$ cat config.mk
export PLATFORM = sky130hd
export DESIGN_NAME = aidc_lite_decomp_collector
export DESIGN_NICKNAME = d
export VERILOG_FILES = /design/src/rtl/aidc_lite_collect_pkg.sv /design/src/rtl/aidc_lite_ch_fifo.sv /design/src/rtl/aidc_lite_decomp_collector.sv
export SDC_FILE = /design/constraint.sdc
export NUM_CORES = 1
export LEC_CHECK = 0
export CAP_MARGIN = 15
export CORE_MARGIN = 1.5
export CORE_UTILIZATION = 35
export DETAILED_ROUTE_END_ITERATION = 10
export GPL_TIMING_DRIVEN = 0
export HOLD_SLACK_MARGIN = 0.15
export PLACE_DENSITY = 0.56
export SLEW_MARGIN = 25
export SYNTH_ARGS = -nofsm -noshare
export SYNTH_HDL_FRONTEND = slang
export SYNTH_SLANG_ARGS = --single-unit
$ cat constraint.sdc
create_clock -name clk -period 7.05 [get_ports clk]
set_input_delay 2.115 -clock clk [delete_from_list [all_inputs] [get_ports clk]]
set_output_delay 2.115 -clock clk [all_outputs]
set_load 0.02 [all_outputs]
$ cat src/rtl/aidc_lite_collect_pkg.sv
// ---------------------------------------------------------------------------
// aidc_lite_collect_pkg
// Shared types and defaults for the AIDC-Lite decompression write collector.
//   state_e         : collector FSM state (IDLE / RUN / DRAIN / DONE)
//   DEF_*           : default parameter values for the collector top
//   rr_next()       : round-robin successor of a channel index
// ---------------------------------------------------------------------------
package aidc_lite_collect_pkg;

    typedef enum logic [1:0] {
        ST_IDLE  = 2'd0,
        ST_RUN   = 2'd1,
        ST_DRAIN = 2'd2,
        ST_DONE  = 2'd3
    } state_e;

    localparam int DEF_NUM_CH     = 2;
    localparam int DEF_DATA_WIDTH = 64;
    localparam int DEF_ADDR_WIDTH = 4;
    localparam int DEF_FIFO_DEPTH = 2;

    // Next round-robin position after granting channel 'cur' out of 'n'.
    function automatic int rr_next(input int cur, input int n);
        int nxt;
        if (cur >= n - 1) begin
            nxt = 0;
        end else begin
            nxt = cur + 1;
        end
        return nxt;
    endfunction

endpackage

$ cat src/rtl/aidc_lite_ch_fifo.sv
// ---------------------------------------------------------------------------
// aidc_lite_ch_fifo
// Per-channel beat FIFO holding {addr, data} words from one decoder.
//   clk, rst      : clock, asynchronous active-high reset
//   flush_i       : empties the FIFO (wins over a same-cycle push/pop)
//   push_i        : write push_data_i (ignored when full)
//   pop_i         : drop head entry (ignored when empty)
//   pop_data_o    : current head entry (valid when !empty_o)
//   empty_o/full_o: occupancy flags, derived from registered pointers
// ---------------------------------------------------------------------------
module aidc_lite_ch_fifo #(
    parameter int WIDTH = 68,
    parameter int DEPTH = 2
) (
    input  logic             clk,
    input  logic             rst,
    input  logic             flush_i,
    input  logic             push_i,
    input  logic [WIDTH-1:0] push_data_i,
    input  logic             pop_i,
    output logic [WIDTH-1:0] pop_data_o,
    output logic             empty_o,
    output logic             full_o
);

    localparam int PW = $clog2(DEPTH);
    localparam logic [PW:0] PTR_ONE = {{PW{1'b0}}, 1'b1};

    // Pointers carry one extra wrap bit so full and empty are distinguishable.
    logic [PW:0]      wr_ptr_q, wr_ptr_d;
    logic [PW:0]      rd_ptr_q, rd_ptr_d;
    logic [WIDTH-1:0] mem_q [DEPTH];
    logic             do_push_s;
    logic             do_pop_s;

    // Occupancy flags and next-pointer computation.
    always_comb begin
        empty_o   = (wr_ptr_q == rd_ptr_q);
        full_o    = (wr_ptr_q[PW] != rd_ptr_q[PW]) &&
                    (wr_ptr_q[PW-1:0] == rd_ptr_q[PW-1:0]);
        do_push_s = push_i && !full_o && !flush_i;
        do_pop_s  = pop_i && !empty_o && !flush_i;
        if (flush_i) begin
            wr_ptr_d = {(PW+1){1'b0}};
            rd_ptr_d = {(PW+1){1'b0}};
        end else begin
            wr_ptr_d = do_push_s ? (wr_ptr_q + PTR_ONE) : wr_ptr_q;
            rd_ptr_d = do_pop_s  ? (rd_ptr_q + PTR_ONE) : rd_ptr_q;
        end
        pop_data_o = mem_q[rd_ptr_q[PW-1:0]];
    end

    // Pointer registers.
    always_ff @(posedge clk or posedge rst) begin
        if (rst) begin
            wr_ptr_q <= {(PW+1){1'b0}};
            rd_ptr_q <= {(PW+1){1'b0}};
        end else begin
            wr_ptr_q <= wr_ptr_d;
            rd_ptr_q <= rd_ptr_d;
        end
    end

    // Storage; contents are meaningless while empty, so no reset is needed.
    always_ff @(posedge clk) begin
        if (do_push_s) begin
            mem_q[wr_ptr_q[PW-1:0]] <= push_data_i;
        end
    end

endmodule

$ cat src/rtl/aidc_lite_decomp_collector.sv
// ---------------------------------------------------------------------------
// aidc_lite_decomp_collector
// Collects decoder writes through per-channel FIFOs and a round-robin
// arbiter into one line buffer, tracks per-entry valid bits, aggregates done
// pulses under a participation mask and flags overwrite/protocol errors.
//   start_i/ch_mask_i         : begin a block (also aborts a running one)
//   ch_valid_i/ch_ready_o     : per-channel handshake, ch_addr_i/ch_data_i packed
//   ch_done_i                 : per-channel end-of-block pulse
//   raddr_i -> rdata_o/rvalid_o : registered, read-first buffer read port
//   done_o                    : level, block complete and drained
//   err_o                     : sticky (overwrite or beat from unmasked channel)
//   fill_cnt_o                : distinct entries written since start
// ---------------------------------------------------------------------------
module aidc_lite_decomp_collector
    import aidc_lite_collect_pkg::*;
#(
    parameter int NUM_CH     = DEF_NUM_CH,
    parameter int DATA_WIDTH = DEF_DATA_WIDTH,
    parameter int ADDR_WIDTH = DEF_ADDR_WIDTH,
    parameter int FIFO_DEPTH = DEF_FIFO_DEPTH
) (
    input  logic                           clk,
    input  logic                           rst,
    input  logic                           start_i,
    input  logic [NUM_CH-1:0]              ch_mask_i,
    input  logic [NUM_CH-1:0]              ch_valid_i,
    output logic [NUM_CH-1:0]              ch_ready_o,
    input  logic [NUM_CH*ADDR_WIDTH-1:0]   ch_addr_i,
    input  logic [NUM_CH*DATA_WIDTH-1:0]   ch_data_i,
    input  logic [NUM_CH-1:0]              ch_done_i,
    input  logic [ADDR_WIDTH-1:0]          raddr_i,
    output logic [DATA_WIDTH-1:0]          rdata_o,
    output logic                           rvalid_o,
    output logic                           done_o,
    output logic                           err_o,
    output logic [ADDR_WIDTH:0]            fill_cnt_o
);

    localparam int DEPTH = 1 << ADDR_WIDTH;
    localparam int FW    = DATA_WIDTH + ADDR_WIDTH;
    localparam int PTR_W = (NUM_CH > 1) ? $clog2(NUM_CH) : 1;
    localparam logic [ADDR_WIDTH:0] FILL_ONE = {{ADDR_WIDTH{1'b0}}, 1'b1};

    state_e                  state_q, state_d;
    logic [NUM_CH-1:0]       mask_q, mask_d;
    logic [NUM_CH-1:0]       done_seen_q, done_seen_d;
    logic [PTR_W-1:0]        rr_ptr_q, rr_ptr_d;
    logic [DEPTH-1:0]        valid_q, valid_d;
    logic                    err_q, err_d;
    logic [ADDR_WIDTH:0]     fill_q, fill_d;
    logic                    done_q;
    logic [DATA_WIDTH-1:0]   rdata_q;
    logic                    rvalid_q;
    logic [DATA_WIDTH-1:0]   buf_mem [DEPTH];

    logic [NUM_CH-1:0]       ch_ready_s;
    logic [NUM_CH-1:0]       accept_s;
    logic [NUM_CH-1:0]       fifo_push_s;
    logic [NUM_CH-1:0]       fifo_pop_s;
    logic [NUM_CH-1:0]       fifo_empty_s;
    logic [NUM_CH-1:0]       fifo_full_s;
    logic [FW-1:0]           fifo_dout_s [NUM_CH];
    logic                    stray_s;
    logic                    grant_valid_s;
    logic [PTR_W-1:0]        grant_idx_s;
    logic                    pop_en_s;
    logic [FW-1:0]           wr_word_s;
    logic [ADDR_WIDTH-1:0]   wr_addr_s;
    logic [DATA_WIDTH-1:0]   wr_data_s;

    for (genvar g = 0; g < NUM_CH; g++) begin : g_fifo
        aidc_lite_ch_fifo #(
            .WIDTH (FW),
            .DEPTH (FIFO_DEPTH)
        ) u_fifo (
            .clk         (clk),
            .rst         (rst),
            .flush_i     (start_i),
            .push_i      (fifo_push_s[g]),
            .push_data_i ({ch_addr_i[g*ADDR_WIDTH +: ADDR_WIDTH],
                           ch_data_i[g*DATA_WIDTH +: DATA_WIDTH]}),
            .pop_i       (fifo_pop_s[g]),
            .pop_data_o  (fifo_dout_s[g]),
            .empty_o     (fifo_empty_s[g]),
            .full_o      (fifo_full_s[g])
        );
    end

    // Handshake: only RUN accepts. Unmasked channels are accepted but never
    // pushed, so their FIFO stays empty and they keep ready high.
    always_comb begin
        if (state_q == ST_RUN) begin
            ch_ready_s = ~fifo_full_s;
        end else begin
            ch_ready_s = {NUM_CH{1'b0}};
        end
        accept_s    = ch_valid_i & ch_ready_s;
        fifo_push_s = accept_s & mask_q;
        stray_s     = |(accept_s & ~mask_q);
    end

    // Round-robin arbiter: first non-empty FIFO at or after rr_ptr_q.
    // No pop in a start cycle, since the FIFOs are being flushed.
    always_comb begin
        int idx;
        grant_valid_s = 1'b0;
        grant_idx_s   = rr_ptr_q;
        for (int i = 0; i < NUM_CH; i++) begin
            idx = int'(rr_ptr_q) + i;
            if (idx >= NUM_CH) begin
                idx = idx - NUM_CH;
            end else begin
                idx = idx;
            end
            if (!grant_valid_s && !fifo_empty_s[idx]) begin
                grant_valid_s = 1'b1;
                grant_idx_s   = PTR_W'(idx);
            end else begin
                grant_valid_s = grant_valid_s;
            end
        end
        pop_en_s = grant_valid_s && !start_i;
        for (int k = 0; k < NUM_CH; k++) begin
            fifo_pop_s[k] = pop_en_s && (grant_idx_s == PTR_W'(k));
        end
        wr_word_s = fifo_dout_s[grant_idx_s];
        wr_addr_s = wr_word_s[FW-1 -: ADDR_WIDTH];
        wr_data_s = wr_word_s[DATA_WIDTH-1:0];
        if (pop_en_s) begin
            rr_ptr_d = PTR_W'(rr_next(int'(grant_idx_s), NUM_CH));
        end else begin
            rr_ptr_d = rr_ptr_q;
        end
    end

    // FSM, valid bitmap, error and fill-count next-state logic.
    always_comb begin
        state_d     = state_q;
        mask_d      = mask_q;
        done_seen_d = done_seen_q;
        valid_d     = valid_q;
        err_d       = err_q;
        fill_d      = fill_q;
        if (start_i) begin
            state_d     = ST_RUN;
            mask_d      = ch_mask_i;
            done_seen_d = {NUM_CH{1'b0}};
            valid_d     = {DEPTH{1'b0}};
            err_d       = 1'b0;
            fill_d      = {(ADDR_WIDTH+1){1'b0}};
        end else begin
            if (pop_en_s) begin
                valid_d[wr_addr_s] = 1'b1;
                if (valid_q[wr_addr_s]) begin
                    err_d = 1'b1;
                end else begin
                    fill_d = fill_q + FILL_ONE;
                end
            end else begin
                fill_d = fill_q;
            end
            if (stray_s) begin
                err_d = 1'b1;
            end else begin
                err_d = err_d;
            end
            case (state_q)
                ST_RUN: begin
                    done_seen_d = done_seen_q | ch_done_i;
                    // Evaluated on the registered done set, so an empty mask
                    // leaves RUN at the end of its first cycle.
                    if ((done_seen_q & mask_q) == mask_q) begin
                        state_d = ST_DRAIN;
                    end else begin
                        state_d = ST_RUN;
                    end
                end
                ST_DRAIN: begin
                    if (&fifo_empty_s) begin
                        state_d = ST_DONE;
                    end else begin
                        state_d = ST_DRAIN;
                    end
                end
                ST_IDLE:  state_d = ST_IDLE;
                ST_DONE:  state_d = ST_DONE;
                default:  state_d = ST_IDLE;
            endcase
        end
    end

    // Control state, status outputs and registered read port.
    always_ff @(posedge clk or posedge rst) begin
        if (rst) begin
            state_q     <= ST_IDLE;
            mask_q      <= {NUM_CH{1'b0}};
            done_seen_q <= {NUM_CH{1'b0}};
            rr_ptr_q    <= {PTR_W{1'b0}};
            valid_q     <= {DEPTH{1'b0}};
            err_q       <= 1'b0;
            fill_q      <= {(ADDR_WIDTH+1){1'b0}};
            done_q      <= 1'b0;
            rdata_q     <= {DATA_WIDTH{1'b0}};
            rvalid_q    <= 1'b0;
        end else begin
            state_q     <= state_d;
            mask_q      <= mask_d;
            done_seen_q <= done_seen_d;
            rr_ptr_q    <= rr_ptr_d;
            valid_q     <= valid_d;
            err_q       <= err_d;
            fill_q      <= fill_d;
            done_q      <= (state_d == ST_DONE);
            // Old array/bitmap values are sampled, giving read-first behaviour.
            rdata_q     <= buf_mem[raddr_i];
            rvalid_q    <= valid_q[raddr_i];
        end
    end

    // Line buffer; stale contents are masked by the valid bitmap.
    always_ff @(posedge clk) begin
        if (pop_en_s) begin
            buf_mem[wr_addr_s] <= wr_data_s;
        end
    end

    assign ch_ready_o = ch_ready_s;
    assign rdata_o    = rdata_q;
    assign rvalid_o   = rvalid_q;
    assign done_o     = done_q;
    assign err_o      = err_q;
    assign fill_cnt_o = fill_q;

endmodule
==> flow_summary.toml <==
[route]
avgViaCountPerCell = 5.27
post_drt_wl_per_cell_um = 28.4
drtPass1Iterations = 5
drcViolationCount = 0
ant_nets = 0
vias = 25400
drt-initial-drc-count = 2976
finalWirelength_mm = 137

[clock_tree]
cts_made_buffers = 149
cts_root_buf = "clkbuf_16"
cts_tree = "yes"
cts.sinks = 1399
cts_max_level = 4
cts.reportedPaths.clkPinSlew_ps = 60
post_cts_resized = 0
holdBufCountCts = 0
post_cts_buffers = 0
clock_latency_ps = 780
clk_path_buf_depth = 3

[floorplan]
core-area_um2 = 148000
die_area_um2 = 152000
chipHeight_um = 390
rows = 141
die_w_um = 390
start_util_pct = 35.4
io_pins = 223

[yosys]
synth-edff-count = 1296
yosysSeqAreaShare_pct = 79.3
syn_area_per_cell_um2 = 22.8
syn_inst = 2291
yosys.cell_types.count = 45
synthArstFlopShare_pct = 7.36
syn-num-nets = 2441
synth_ff_type = "edfxtp_1"
synth.ff_latch_count = 1399
ys_warn_count = 0
synthesis.area_um2 = 52300

[timing]
hold_viol = 0
setup_slack_ps = 2170
slew_headroom_pct = 30.4
finClkSkew_ps = 36.4
finalCritPeriodShare_pct = 69.2
drv_slew = 0
fin_setup_tns_ps = 0
clock.fmax_mhz = 205
period_minus_slack_ps = 4880
setup-violations-final = 0
worstMarginPinSlew_ps = 1040
rsz0062_at_grt = "no"

[flow_run]
cap_violations = 0

[place]
numPortBuffers = 217
placed_cells = 4550
gp_congestion = 0.767
hpwl_mm = 93.8
dp_slack_ps = 1120
placed_cell_area_um2 = 59300

[power_and_ir_drop]
cellLeakagePower_nw = 20.3
ir_worst_vdd_uv = 209
powerDensity_nw_per_um2 = 389
p_total_mw = 25.0

[critical_path]
crit_type = "input pin to flip-flop"
reg2reg_from = "g_fifo[0].u_fifo.rd_ptr_q[0]"
worstPathMaxFanout = 10
end_kind = "flip-flop"
worstSetupStartpointType = "input pin"
crit_start = "raddr_i[0]"
crit_arrival_ps = 5480
cp.required_ps = 7650

[global_routing]
antenna_found_initial = 11
grt_pass1_wl_mm = 193
grt_max_degree = 55
grt_pass1_vias = 26700
track_usage_pct = 18.1
overflow = 0

[min_path]
hp-class = "flip-flop to flip-flop"
min-delay-start = "done_seen_q[1]"

[layout]
nets = 2922
area_delta_synth_final_pct = 22.7
design_area_um2 = 64200
n_fill_cell = 12400
drive_above_1_share_pct = 27.2
layout.cells.non_filler = 4823

[outcome]
status = "completed"
## registers in the layout, summed over array words and instances (netlist names)
register,flops
err_o,1
buf_mem,1024
state_q,2
rdata_o,64
g_fifo.u_fifo.wr_ptr_q,4
g_fifo.u_fifo.mem_q,272
mask_q,2
done_seen_q,2
rr_ptr_q,1
fill_cnt_o,5
done_o,1
g_fifo.u_fifo.rd_ptr_q,4
rvalid_o,1
valid_q,16
## through the flow
| stage | hold slack (ps) | utilization [%] |
|---|---|---|
| floorplan | 463 | - |
| global placement | 496 | 38.5 |
| detailed placement | 508 | 40.0 |
| CTS | 522 | 43.2 |
| global route | 552 | 43.4 |
| finish | 515 | 43.4 |
## path summary, 6_finish.rpt
kind | end | slack, ps | cells after the start
max | rdata_o[56] | 2170 | 5
min | done_seen_q[1] | 520 | 2
max reg2reg | buf_mem[12][9] | 2840 | 6
min reg2reg | done_seen_q[1] | 520 | 2
max in group asynchronous | rdata_o[55] | 4480 | 3
min in group asynchronous | rdata_o[18] | 1780 | 2
## worst max-delay path, cell delays in order
cell      delay (ps)
clkbuf_1         690
clkbuf_1         670
buf_1            780
mux4_2           600
mux4_2           600
## final cells by class
| class | count | area, µm² | area share (%) |
|---|---|---|---|
| Sequential cell | 1399 | 41500 | 64.6 |
| Clock inverter | 75 | 684 | 1.07 |
| Clock buffer | 195 | 4050 | 6.30 |
| Inverter | 19 | 78.8 | 0.123 |
| Antenna cell | 2 | 5.00 | 0.00780 |
| Buffer | 120 | 520 | 0.811 |
| Multi-Input combinational cell | 753 | 10600 | 16.6 |
| Tap cell | 1930 | 2410 | 3.76 |
| Timing Repair Buffer | 330 | 4320 | 6.73 |
## logic make-up (layout without fill, tap and decap cells)
group,after synthesis,after routing,share of synthesized area (%)
flip-flops,1399,1399,79.3
multiplexers,404,404,15.5
AO/OA/AOI/OAI,189,189,2.32
AND/OR/NAND/NOR,141,141,1.42
buffers and inverters,139,739,1.04
XOR/XNOR,18,18,0.380
adder cells (fa/ha/maj),1,1,0.0239
other,0,2,0
## placed cells by master (no fill, tap or decap), drive strengths merged, types with 2 or more instances in the layout
master,n
diode,2
nand4,3
inv,24
buf,148
a21oi,73
a22oi,2
xor2,13
nand2,16
o22ai,17
bufinv,9
mux2i,75
a211oi,67
o21ai,12
nand3,13
clkinv,59
o21a,2
dfrtp,103
o211ai,6
mux2,4
a311oi,5
clkdlybuf4s50,217
clkbuf,280
nor3b,2
xnor2,5
edfxtp,1296
nor2,34
clkinvlp,2
nor3,5
nor2b,65
mux4,325
or3,2
## metal layers
layer	routed length (µm)	vias up	GRT usage (%)	part of all wire [%]
met2	65000	1002	28.6	47
met5	14	-	0	0.010
met3	10400	206	3.90	7.6
met4	3600	2	5.63	2.6
met1	58000	13600	25.3	42
li1	-	10600	-	-
## cell usage after synthesis (2+ instances only)
cell type	n	share of area, %
o22ai_1	17	0.20
nor2_1	34	0.24
clkbuf_1	79	0.57
a311oi_1	5	0.084
buf_4	3	0.043
o21ai_0	12	0.11
o21a_1	2	0.029
xnor2_1	3	0.050
nor2b_1	65	0.78
xor2_2	2	0.062
nor3b_1	2	0.029
xor2_1	11	0.18
nand3_1	12	0.11
nand4_1	3	0.036
o211ai_1	5	0.072
inv_1	19	0.14
a211oi_1	66	0.95
a22oi_2	2	0.048
mux2i_1	73	1.4
buf_1	36	0.26
a21oi_1	73	0.70
nand2_1	16	0.11
nor3_1	5	0.048
mux4_2	325	14
edfxtp_1	1296	74
or3_1	2	0.024
dfrtp_1	103	4.9
mux2_2	3	0.065
## where the power goes
part	switching (mW)	internal [mW]	total, mW	leakage [nW]
Clock	3.17	4.39	7.55	2.32
Combinational	4.12	1.48	5.61	5.08
Sequential	0.157	11.7	11.8	12.9
Power figures use the tool's default switching activity.
